## config.mk

```make
export PLATFORM = sky130hd
export DESIGN_NAME = dcache_miss_sequencer
export DESIGN_NICKNAME = d
export VERILOG_FILES = /design/src/rtl/dcache_miss_sequencer.sv
export SDC_FILE = /design/constraint.sdc
export NUM_CORES = 1
export LEC_CHECK = 0
export CAP_MARGIN = 20
export CELL_PAD_IN_SITES_DETAIL_PLACEMENT = 1
export CELL_PAD_IN_SITES_GLOBAL_PLACEMENT = 1
export CORE_AREA = 2 2 264 266
export DETAILED_ROUTE_END_ITERATION = 10
export DIE_AREA = 0 0 266 268
export GPL_ROUTABILITY_DRIVEN = 0
export GPL_TIMING_DRIVEN = 0
export PLACE_DENSITY_LB_ADDON = 0.15
export SYNTH_ARGS = -nofsm -noshare
export SYNTH_HDL_FRONTEND = slang
export SYNTH_SLANG_ARGS = --single-unit
```

## constraint.sdc

```tcl
create_clock -name clk -period 2.37 [get_ports clk]
set_input_delay 0.5925 -clock clk [delete_from_list [all_inputs] [get_ports clk]]
set_output_delay 0.5925 -clock clk [all_outputs]
set_load 0.05 [all_outputs]
```

## src/rtl/dcache_miss_sequencer.sv

```systemverilog
// Data-cache miss sequencer: sweeps the tag store clean after reset, then repairs one missing
// block at a time (tag lookup, optional dirty-victim writeback, fill, install).
module dcache_miss_sequencer #(
  parameter int unsigned SRAM_LAT = 2,
  parameter int unsigned IDX_W    = 8,
  localparam int unsigned TAG_W   = 28 - IDX_W,
  localparam int unsigned META_W  = TAG_W + 2
) (
  input  logic              clk,
  input  logic              rst,
  input  logic              miss_valid,
  input  logic [31:0]       miss_addr,
  output logic              miss_ready,
  output logic              repair_resolved,
  output logic              meta_rd_en,
  output logic [IDX_W-1:0]  meta_rd_idx,
  input  logic [META_W-1:0] meta_rd_data,
  output logic              meta_wr_en,
  output logic [IDX_W-1:0]  meta_wr_idx,
  output logic [META_W-1:0] meta_wr_data,
  output logic              data_rd_en,
  output logic [IDX_W-1:0]  data_rd_idx,
  input  logic [127:0]      data_rd_data,
  output logic              data_wr_en,
  output logic [IDX_W-1:0]  data_wr_idx,
  output logic [127:0]      data_wr_data,
  output logic [15:0]       data_wr_mask,
  output logic              mem_req_valid,
  input  logic              mem_req_ready,
  output logic              mem_req_we,
  output logic [31:0]       mem_req_addr,
  output logic [127:0]      mem_req_wdata,
  input  logic              mem_resp_valid,
  input  logic [127:0]      mem_resp_rdata
);

  localparam logic [IDX_W-1:0] LAT = IDX_W'(SRAM_LAT);

  typedef enum logic [3:0] {
    StInit, StIdle, StMetaRd, StEvictRd, StWbReq, StWbWait, StFillReq, StFillWait, StInstall, StDone
  } state_t;

  state_t             state_q, state_d;
  logic [IDX_W-1:0]   cnt_q, cnt_d;
  logic [31:0]        addr_q, addr_d;
  logic [TAG_W-1:0]   vtag_q, vtag_d;
  logic [127:0]       vdata_q, vdata_d;
  logic [127:0]       fill_q, fill_d;
  logic [IDX_W-1:0]   idx_d;

  // cnt doubles as the INIT sweep index and the SRAM latency timer.
  always_comb begin
    state_d = state_q;
    cnt_d   = cnt_q;
    addr_d  = addr_q;
    vtag_d  = vtag_q;
    vdata_d = vdata_q;
    fill_d  = fill_q;
    unique case (state_q)
      StInit: begin
        cnt_d = cnt_q + 1'b1;
        if (cnt_q == '1) state_d = StIdle;
      end
      StIdle: begin
        if (miss_valid && miss_ready) begin
          addr_d  = miss_addr;
          cnt_d   = '0;
          state_d = StMetaRd;
        end
      end
      StMetaRd: begin
        cnt_d = cnt_q + 1'b1;
        if (cnt_q == LAT) begin
          vtag_d  = meta_rd_data[META_W-1:2];
          cnt_d   = '0;
          state_d = (meta_rd_data[1] && meta_rd_data[0]) ? StEvictRd : StFillReq;
        end
      end
      StEvictRd: begin
        cnt_d = cnt_q + 1'b1;
        if (cnt_q == LAT) begin
          vdata_d = data_rd_data;
          cnt_d   = '0;
          state_d = StWbReq;
        end
      end
      StWbReq:    if (mem_req_ready) state_d = StWbWait;
      StWbWait:   if (mem_resp_valid) state_d = StFillReq;
      StFillReq:  if (mem_req_ready) state_d = StFillWait;
      StFillWait: begin
        if (mem_resp_valid) begin
          fill_d  = mem_resp_rdata;
          state_d = StInstall;
        end
      end
      StInstall:  state_d = StDone;
      StDone:     state_d = StIdle;
      default:    state_d = StInit;
    endcase
  end

  assign idx_d = addr_d[4 +: IDX_W];

  // Outputs are registered from the next state so they line up with state_q.
  always_ff @(posedge clk) begin
    if (rst) begin
      state_q         <= StInit;
      cnt_q           <= '0;
      addr_q          <= '0;
      vtag_q          <= '0;
      vdata_q         <= '0;
      fill_q          <= '0;
      miss_ready      <= 1'b0;
      repair_resolved <= 1'b0;
      meta_rd_en      <= 1'b0;
      meta_rd_idx     <= '0;
      meta_wr_en      <= 1'b1;
      meta_wr_idx     <= '0;
      meta_wr_data    <= '0;
      data_rd_en      <= 1'b0;
      data_rd_idx     <= '0;
      data_wr_en      <= 1'b0;
      data_wr_idx     <= '0;
      data_wr_data    <= '0;
      data_wr_mask    <= '0;
      mem_req_valid   <= 1'b0;
      mem_req_we      <= 1'b0;
      mem_req_addr    <= '0;
      mem_req_wdata   <= '0;
    end else begin
      state_q         <= state_d;
      cnt_q           <= cnt_d;
      addr_q          <= addr_d;
      vtag_q          <= vtag_d;
      vdata_q         <= vdata_d;
      fill_q          <= fill_d;
      miss_ready      <= (state_d == StIdle);
      repair_resolved <= (state_d == StDone);
      meta_rd_en      <= (state_d == StMetaRd) && (cnt_d == '0);
      meta_rd_idx     <= (state_d == StMetaRd) ? idx_d : '0;
      meta_wr_en      <= (state_d == StInit) || (state_d == StInstall);
      meta_wr_idx     <= (state_d == StInit) ? cnt_d : (state_d == StInstall) ? idx_d : '0;
      meta_wr_data    <= (state_d == StInstall) ? {addr_d[31 -: TAG_W], 1'b0, 1'b1} : '0;
      data_rd_en      <= (state_d == StEvictRd) && (cnt_d == '0);
      data_rd_idx     <= (state_d == StEvictRd) ? idx_d : '0;
      data_wr_en      <= (state_d == StInstall);
      data_wr_idx     <= (state_d == StInstall) ? idx_d : '0;
      data_wr_data    <= (state_d == StInstall) ? fill_d : '0;
      data_wr_mask    <= (state_d == StInstall) ? 16'hFFFF : 16'h0000;
      mem_req_valid   <= (state_d == StWbReq) || (state_d == StFillReq);
      mem_req_we      <= (state_d == StWbReq);
      mem_req_addr    <= (state_d == StWbReq)   ? {vtag_d, idx_d, 4'h0} :
                         (state_d == StFillReq) ? {addr_d[31:4], 4'h0} : 32'h0;
      mem_req_wdata   <= (state_d == StWbReq) ? vdata_d : '0;
    end
  end

endmodule

```

== After elaboration in Yosys (flattened, before gate mapping) ==
Index checks and enable logic that the tools add are counted.

* Input port bits: 315
* Bits in registers: 686

* Eq/ne operators: 18
* Bitwise operators: 4
* Add/sub/neg operators: 1
* Reduce and logical (&&, ||, !) cells: 16
* Mux-type cells: 27

{| class="wikitable"
|+ Operators with widths
! kind !! number
|-
| $mux W128 || 4
|-
| $mux W32 || 4
|-
| $mux W20 || 2
|-
| $pmux W4 S10 || 1
|-
| $mux W4 || 8
|-
| $mux W8 || 4
|-
| $eq A4 B3 Y1 const B || 6
|-
| $pmux W8 S3 || 1
|-
| $eq A4 B2 Y1 const B || 4
|-
| $eq A4 B4 Y1 const B || 4
|-
| $mux W16 || 1
|-
| $reduce_or A2 Y1 || 6
|-
| $add A8 B1 Y8 const B || 1
|-
| $eq A4 B1 Y1 const B || 2
|-
| $eq A8 B2 Y1 const B || 1
|-
| $eq A8 B8 Y1 const B || 1
|-
| $logic_not A4 Y1 || 2
|-
| $logic_not A8 Y1 || 1
|-
| $logic_and A1 B1 Y1 || 4
|-
| $not A1 Y1 || 4
|-
| $mux W3 || 1
|-
| $logic_or A1 B1 Y1 || 2
|-
| $reduce_and A2 Y1 || 1
|-
| $mux W1 || 1
|}

== Logic depth before layout (Yosys ltp) ==
Gate-level depths: netlist of the first run.

* Depth after elaboration: 7
* Mapped depth: 9
* Depth with buffers taken out: 7

== Worst setup path before layout of the first run ==
Ideal clock, no wire load.

* Kind: flip-flop to flip-flop
* Start: reg miss_ready
* End: reg mem_req_addr[21]
* Cell stages (with the launch flop): 8
* Clock period less this slack: 2.151 ns
* Required time: 2.229 ns
* Setup slack: 0.219 ns
* Setup time: 0.141 ns
* Data arrival time: 2.010 ns
* Cells stage by stage: dfxtp_1 -> nand2_1 -> nor3_4 -> buf_4 -> buf_4 -> mux2i_1 -> and2_1 -> a211oi_2

* Longest elaborated chain between the ends: 6

{| class="wikitable"
|+ Ends and longest elaborated chain
! item !! line !! RTL
|-
| from (decl) || 13 || <nowiki>output logic miss_ready,</nowiki>
|-
| from (signal assigned) || 137 || <nowiki>miss_ready <= (state_d == StIdle);</nowiki>
|-
| $logic_and A1 B1 Y1 * || 65 || <nowiki>if (miss_valid && miss_ready) begin</nowiki>
|-
| $mux W4 || 65 ||
|-
| $pmux W4 S10 || 59 || <nowiki>unique case (state_q)</nowiki>
|-
| $eq A4 B3 Y1 || 153 || <nowiki>(state_d == StFillReq) ? {addr_d[31:4], 4'h0} : 32'h0;</nowiki>
|-
| $mux W32 || 153 ||
|-
| $mux W32 * || 152 || <nowiki>mem_req_addr <= (state_d == StWbReq) ? {vtag_d, idx_d, 4'h0} :</nowiki>
|-
| to (signal assigned) || 152 ||
|-
| to (decl) || 31 || <nowiki>output logic [31:0] mem_req_addr,</nowiki>
|}

Mark *: on every way between the ends. The rest lies on a longest branch, timed or not.
A chain may end at the register's enable or synchronous reset.

== Worst setup path in the final report of the first run ==
* Start: reg mem_req_wdata[53]
* End: out mem_req_wdata[53]

{| class="wikitable"
|+ RTL lines
! item !! line !! RTL
|-
| from (decl) || 32 || <nowiki>output logic [127:0] mem_req_wdata,</nowiki>
|-
| from (signal assigned) || 154 || <nowiki>mem_req_wdata <= (state_d == StWbReq) ? vdata_d : '0;</nowiki>
|}

No word-level cell between the ends.

==> results.tsv, run 1 <==
stage	metric	value	unit
placed_design	dp_hpwl	53700	um
floorplan	io_pins	681	
routing	wl_per_cell	20.7	um
timing	finalHoldViolations	0	
routing	vias	14700	
clock_network	cts_num_sinks	532	
clock_network	cts_max_level	2	
critical_path	path_buf_inv	1	
global_route	met2_usage	33.3	%
global_route	grt_usage	18.7	%
logic_synthesis	yosysSeqAreaShare	62.1	%
floorplan	die_area	0.0713	sq mm
critical_path	startpoint_type	flip-flop	
critical_path	crit_path_max_fanout	1	
global_route	top_usage_layer	met2	
critical_path	cp_slowest_cell	clkdlybuf4s50_1	
power_and_ir_drop	swShare	21.6	%
timing	period_share	97.9	%
logic_synthesis	syn_area	0.0171	sq mm
logic_synthesis	synth.area.top_cells	dfxtp_1, mux2i_1, nor3_1	
layout	layout_commonest_cell	dfxtp_1	
clock_network	cts_tree	yes	
placed_design	io_buffers	670	
global_route	use_met3	6.89	%
power_and_ir_drop	p_seq_share	46.5	%
power_and_ir_drop	vdd_ir_drop_max	0.565	mV
layout	drive_gt1_share	12.9	%
critical_path	worstSetupPathType	flip-flop to primary output	
placed_design	placement.setup.worst_slack	-1.12	ns
timing	clock_skew	0.0256	ns
clock_network	cts_made_buffers	60	
logic_synthesis	yosysTopAreaCell	dfxtp_1	
logic_synthesis	synth_flop_cell	dfxtp_1	
timing	setup_slack	0.0501	ns
floorplan	die_x	266	um
logic_synthesis	synth-edff-count	0	
floorplan	die_h	268	um
critical_path	crit_family	buffers and inverters	
critical_path	cp.arrival	1.73	ns
power_and_ir_drop	p_int	15100	uW
routing	postRouteAntennaNets	0	
timing	max-slew-margin-rel	36.0	%
layout	fin_util	40.2	%
clock_network	clockBufferDepth	3	
clock_network	cts-root-buf	clkbuf_16	
logic_synthesis	yosys_warnings	0	
global_route	gr-total-overflow	0	
power_and_ir_drop	switchingPower	4160	uW
layout	nFillCells	7579	
routing	finalWirelength	69700	um
timing	worst_pin_slew	0.961	ns
logic_synthesis	synth_seq_cells	532	
routing	drtIter0Drc	552	
global_route	antenna_found_initial	30	
logic_synthesis	postSynthAreaPerCell	10.4	sq um
routing	drcViolationCount	0	
critical_path	cpPeakStageDelay	0.80	ns
layout	synthToLayoutAreaGrowth	60.2	%
timing	period_needed	2.32	ns
timing	max_freq	0.431	GHz
floorplan	start_util	25.1	%
floorplan	rows	96	
global_route	gr-usage-met1	20.1	%
layout	fin_nets	2722	
routing	dr.pass1.iters	4	
timing	setup_viol_count_final	0	
floorplan	core	0.0682	sq mm
run_status	outcome	finished, final reports clean	
run	maxCapViolCount	0	
critical_path	crit_required	1.78	ns
power_and_ir_drop	power_frac_clock	49.0	%
global_route	grt_max_degree	19	
critical_path	critPathCaptureType	primary output	
clock_network	clk_pin_slew	0.06	ns
critical_path	path_cells	clkdlybuf4s50_1	
power_and_ir_drop	power_density	702	mW/mm^2
logic_synthesis	async_flop_share	0	%
power_and_ir_drop	pwr-share-comb	4.5	%
critical_path	r2r_cells	6	
hold_path	holdPathStages	2	
timing	rsz0062_at_grt	yes	
global_route	grt_pass1_vias	15800	
global_route	grt_first_pass_wirelength	100000	um
power_and_ir_drop	power.total	19300	uW
clock_network	clock_latency	0.61	ns
hold_path	hp-class	flip-flop to flip-flop	
power_and_ir_drop	power_leakage	0.0125	uW
timing	maxSlewViolCount	0	
critical_path	path_depth	1	
critical_path	ff2ff_setup_slack	0.10	ns
logic_synthesis	synthDominantCellAreaShare	62.1	%
timing	fin_setup_tns	0	ns
layout	final_cell_mix	dfxtp_1, clkdlybuf4s50_1, nor2_1	
logic_synthesis	syn-instance-count	1656	
routing	drt-vias-per-instance	4.38	
logic_synthesis	synth_cell_types	63	
-- area by class of cell --
class	instances	area [sq um]	share of cell area (%)
clock buffer	90	1840	6.69
buffer	155	878	3.20
timing repair buffer	684	6700	24.4
multi-input combinational	967	6010	21.9
clock inverter	20	199	0.725
antenna	23	57.6	0.210
tap	882	1100	4.02
sequential	532	10700	38.8
inverter	5	18.8	0.0684
-- per-stage QoR --
step           cells  hold WS [ns]  cell area, sq um
2_1_floorplan   1660         0.456             17200
3_5_place_dp    3212         0.483             25000
6_report        3358         0.490             27500
5_1_grt         3351         0.489             27400
4_1_cts         3323         0.471             26900
3_3_place_gp    3212         0.470             25000
-- synth_stat cells, drive strengths merged, types with 3 or more instances --
cell type  instances
nand3             11
nor2b              9
or3                3
nor3             262
nand3b             3
inv                5
dfxtp            532
nand2            140
o21ai              3
and3               5
a211oi            20
nor2             243
a2bb2oi            6
a31oi              9
o22a               4
and2              24
a21oi              6
nand2b             3
mux2i            177
clkbuf            92
buf               64
nor3b              4
-- sequential cells by signal (all words and copies together) (netlist names), 4 cells and up --
signal / cells
mem_req_wdata: 128
meta_wr_idx: 8
addr_q: 28
cnt_q: 8
data_rd_idx: 8
data_wr_data: 128
meta_wr_data: 20
state_q: 4
vtag_q: 20
vdata_q: 128
data_wr_idx: 8
mem_req_addr: 28
meta_rd_idx: 8
-- metal layers --
layer	part of all wire, %	vias up
met5	0.16	-
met4	3.1	16
met2	51	472
met1	38	7041
met3	8.2	117
li1	-	7062
-- worst paths after layout --
| check | start | end |
|---|---|---|
| worst max-delay path | mem_req_wdata[53] | mem_req_wdata[53] |
| worst min-delay path | vdata_q[5] | vdata_q[5] |
| worst max register to register | state_q[2] | meta_wr_idx[5] |
| worst min register to register | vdata_q[5] | vdata_q[5] |
-- cells by family (layout without fill, tap and decap cells) --
| family | Yosys count | after routing | synth area share, % |
|---|---|---|---|
| XOR/XNOR | 2 | 2 | 0.102 |
| flip-flops | 532 | 532 | 62.1 |
| multiplexers | 177 | 177 | 10.3 |
| AND/OR/NAND/NOR | 718 | 718 | 19.8 |
| adder cells (fa/ha/maj) | 2 | 2 | 0.146 |
| buffers and inverters | 161 | 954 | 4.47 |
| other | 1 | 28 | 0.0219 |
| AO/OA/AOI/OAI | 63 | 63 | 2.95 |
-- power by group through the flow --
stage	Clock [uW]	Combinational, uW	Sequential, uW
CTS	9750	863	8960
finish	9460	866	8960
global placement	0	850	9160
global route	10100	925	8960
floorplan	0	192	9170
detailed placement	0	853	9160
-- timing repair --
action / 4_1_cts / 5_1_grt
cloned: 0 / 1
resized for setup: 321 / 157
endpoints found under the setup margin: 664 / 415
pin swaps: 1 / 4
hold buffers: 0 / 0
setup buffers: 2 / 11
No activity file was read; power rests on OpenSTA's default activity.
==> run 2, diff against run 1 <==
--- a/config.mk
+++ b/config.mk
@@ -13,7 +13,7 @@
 export DIE_AREA = 0 0 266 268
 export GPL_ROUTABILITY_DRIVEN = 0
 export GPL_TIMING_DRIVEN = 0
-export PLACE_DENSITY_LB_ADDON = 0.15
+export PLACE_DENSITY_LB_ADDON = 0.1
 export SYNTH_ARGS = -nofsm -noshare
 export SYNTH_HDL_FRONTEND = slang
 export SYNTH_SLANG_ARGS = --single-unit
==> run 2 against run 1 <==
Compared with the run above: flip-flop and latch count unchanged; hold slack worse by 0.0024 ns; clock power is essentially flat; maximum frequency down 0.35%; core utilization up 0.26 points; die area did not move; cell count fell by 0.18%; wire length is 2.2% higher; critical path type unchanged; highest routed layer unchanged.
==> results.tsv, run 2 (synthesized netlist as in run 1, its figures left out) <==
stage	metric	value	unit	change
timing	max_freq	0.430	GHz	-0.35%
critical_path	cp_slowest_cell	clkdlybuf4s50_1		
power_and_ir_drop	power.total	19300	uW	about the same
critical_path	path_buf_inv	1		unchanged
routing	drtIter0Drc	481		-13%
floorplan	die_x	266	um	unchanged
layout	layout_commonest_cell	dfxtp_1		
layout	synthToLayoutAreaGrowth	61.2	%	
global_route	gr-total-overflow	0		unchanged
routing	wl_per_cell	21.2	um	+2.3%
timing	setup_viol_count_final	0		unchanged
placed_design	dp_hpwl	54900	um	+2.4%
floorplan	core	0.0682	sq mm	unchanged
layout	fin_util	40.5	%	+0.26 points
critical_path	r2r_cells	10		+4
power_and_ir_drop	vdd_ir_drop_max	0.537	mV	-5.0%
global_route	grt_first_pass_wirelength	102000	um	+1.7%
routing	vias	14700		-0.14%
global_route	grt_pass1_vias	15500		-2.0%
floorplan	start_util	25.1	%	unchanged
run	maxCapViolCount	0		unchanged
clock_network	cts_tree	yes		
clock_network	ctsHoldBuffers	0		unchanged
timing	rsz0062_at_grt	yes		
routing	postRouteAntennaNets	0		unchanged
timing	period_needed	2.33	ns	+0.00820 ns
critical_path	crit_path_max_fanout	1		unchanged
critical_path	worstSetupPathType	flip-flop to primary output		
clock_network	clockBufferDepth	3		unchanged
global_route	antenna_found_initial	14		-53%
global_route	grt_max_degree	19		unchanged
routing	drt-vias-per-instance	4.38		about the same
timing	max-slew-margin-rel	30.8	%	-5.2 points
floorplan	die_h	268	um	unchanged
floorplan	die_area	0.0713	sq mm	unchanged
placed_design	place_area	0.0250	sq mm	unchanged
run_status	outcome	finished, final reports clean		
timing	period_share	98.2	%	+0.35 points
placed_design	io_buffers	670		unchanged
power_and_ir_drop	power_density	698	mW/mm^2	-0.66%
critical_path	startpoint_type	flip-flop		
critical_path	path_depth	1		unchanged
global_route	grt_usage	19.2	%	+0.43 points
layout	postLayoutCellArea	0.0276	sq mm	+0.64%
timing	finalHoldViolations	0		unchanged
clock_network	cts_max_level	2		unchanged
critical_path	crit_family	buffers and inverters		
timing	clock_skew	0.0176	ns	-0.00806 ns
timing	worst_pin_slew	1.04	ns	+0.0774 ns
layout	final_cell_mix	dfxtp_1, clkdlybuf4s50_1, nor2_1		
placed_design	placement.setup.worst_slack	-1.05	ns	+0.0700 ns
layout	largestRegisters	data_wr_data: 128 flops, mem_req_wdata: 128 flops, vdata_q: 128 flops		
hold_path	holdPathStages	2		unchanged
routing	dr.pass1.iters	4		unchanged
clock_network	cts_made_buffers	60		unchanged
floorplan	io_pins	681		unchanged
routing	finalWirelength	71200	um	+2.2%
routing	drcViolationCount	0		unchanged
critical_path	crit_required	1.78	ns	about the same
layout	nFillCells	7567		-0.16%
critical_path	cp.arrival	1.74	ns	about the same
clock_network	clock_latency	0.62	ns	about the same
timing	maxSlewViolCount	0		unchanged
layout	drive_gt1_share	13.1	%	+0.21 points
critical_path	path_cells	clkdlybuf4s50_1		
power_and_ir_drop	power_leakage	0.0127	uW	+2.4%
clock_network	cts-root-buf	clkbuf_16		
clock_network	cts_num_sinks	532		unchanged
timing	fin_setup_tns	0	ns	unchanged
critical_path	cpPeakStageDelay	0.80	ns	about the same
timing	setup_slack	0.0419	ns	-0.00820 ns
critical_path	critPathCaptureType	primary output		
floorplan	rows	96		unchanged
layout	fin_nets	2727		+0.18%
hold_path	hp-class	flip-flop to flip-flop		
clock_network	clk_pin_slew	0.06	ns	about the same
==> run 2: what timing repair did <==
action	in CTS	in global routing
gates resized for setup	322	181
endpoints found under the setup margin	680	440
pin swaps	7	7
buffers inserted	5	11
cloned	0	3
==> run 2: path summary, 6_finish.rpt <==
kind / startpoint / to / slack [ns]
hold reg to reg: vdata_q[1] / vdata_q[1] / 0.49
setup reg to reg: cnt_q[0] / mem_req_addr[28] / 0.07
setup / recovery: mem_req_addr[28] / mem_req_addr[28] / 0.04
hold / removal: vdata_q[1] / vdata_q[1] / 0.49
==> run 2: cell type report <==
| class | count | area [sq um] | area share, % |
|---|---|---|---|
| multi-input cells | 967 | 6090 | 22.0 |
| diodes | 10 | 25.0 | 0.0906 |
| flip-flops and latches | 532 | 10700 | 38.6 |
| plain buffers | 155 | 906 | 3.28 |
| clock buffers | 90 | 1780 | 6.46 |
| well taps | 882 | 1100 | 3.99 |
| inverters | 5 | 21.3 | 0.0770 |
| clock inverters | 22 | 231 | 0.838 |
| repair buffers | 689 | 6810 | 24.7 |
==> run 2: per-layer routing <==
| layer | routed length, um | track usage (%) |
|---|---|---|
| met5 | 51 | 0 |
| met4 | 1310 | 4.69 |
| met3 | 5660 | 6.86 |
| met2 | 36800 | 35.0 |
| met1 | 27300 | 21.1 |
==> run 2: per-stage QoR <==
| step | hold WS (ns) | instances |
|---|---|---|
| after global placement | 0.469 | 3212 |
| after global routing | 0.475 | 3349 |
| final | 0.487 | 3352 |
| after floorplan | 0.456 | 1660 |
| after detailed placement | 0.483 | 3212 |
| after CTS | 0.464 | 3328 |
==> run 2: power by group <==
group	switching, uW	leakage, uW	internal (uW)
clock	3830	0.00100	5610
sequential	8.44	0.00429	8950
combinational	346	0.00746	526
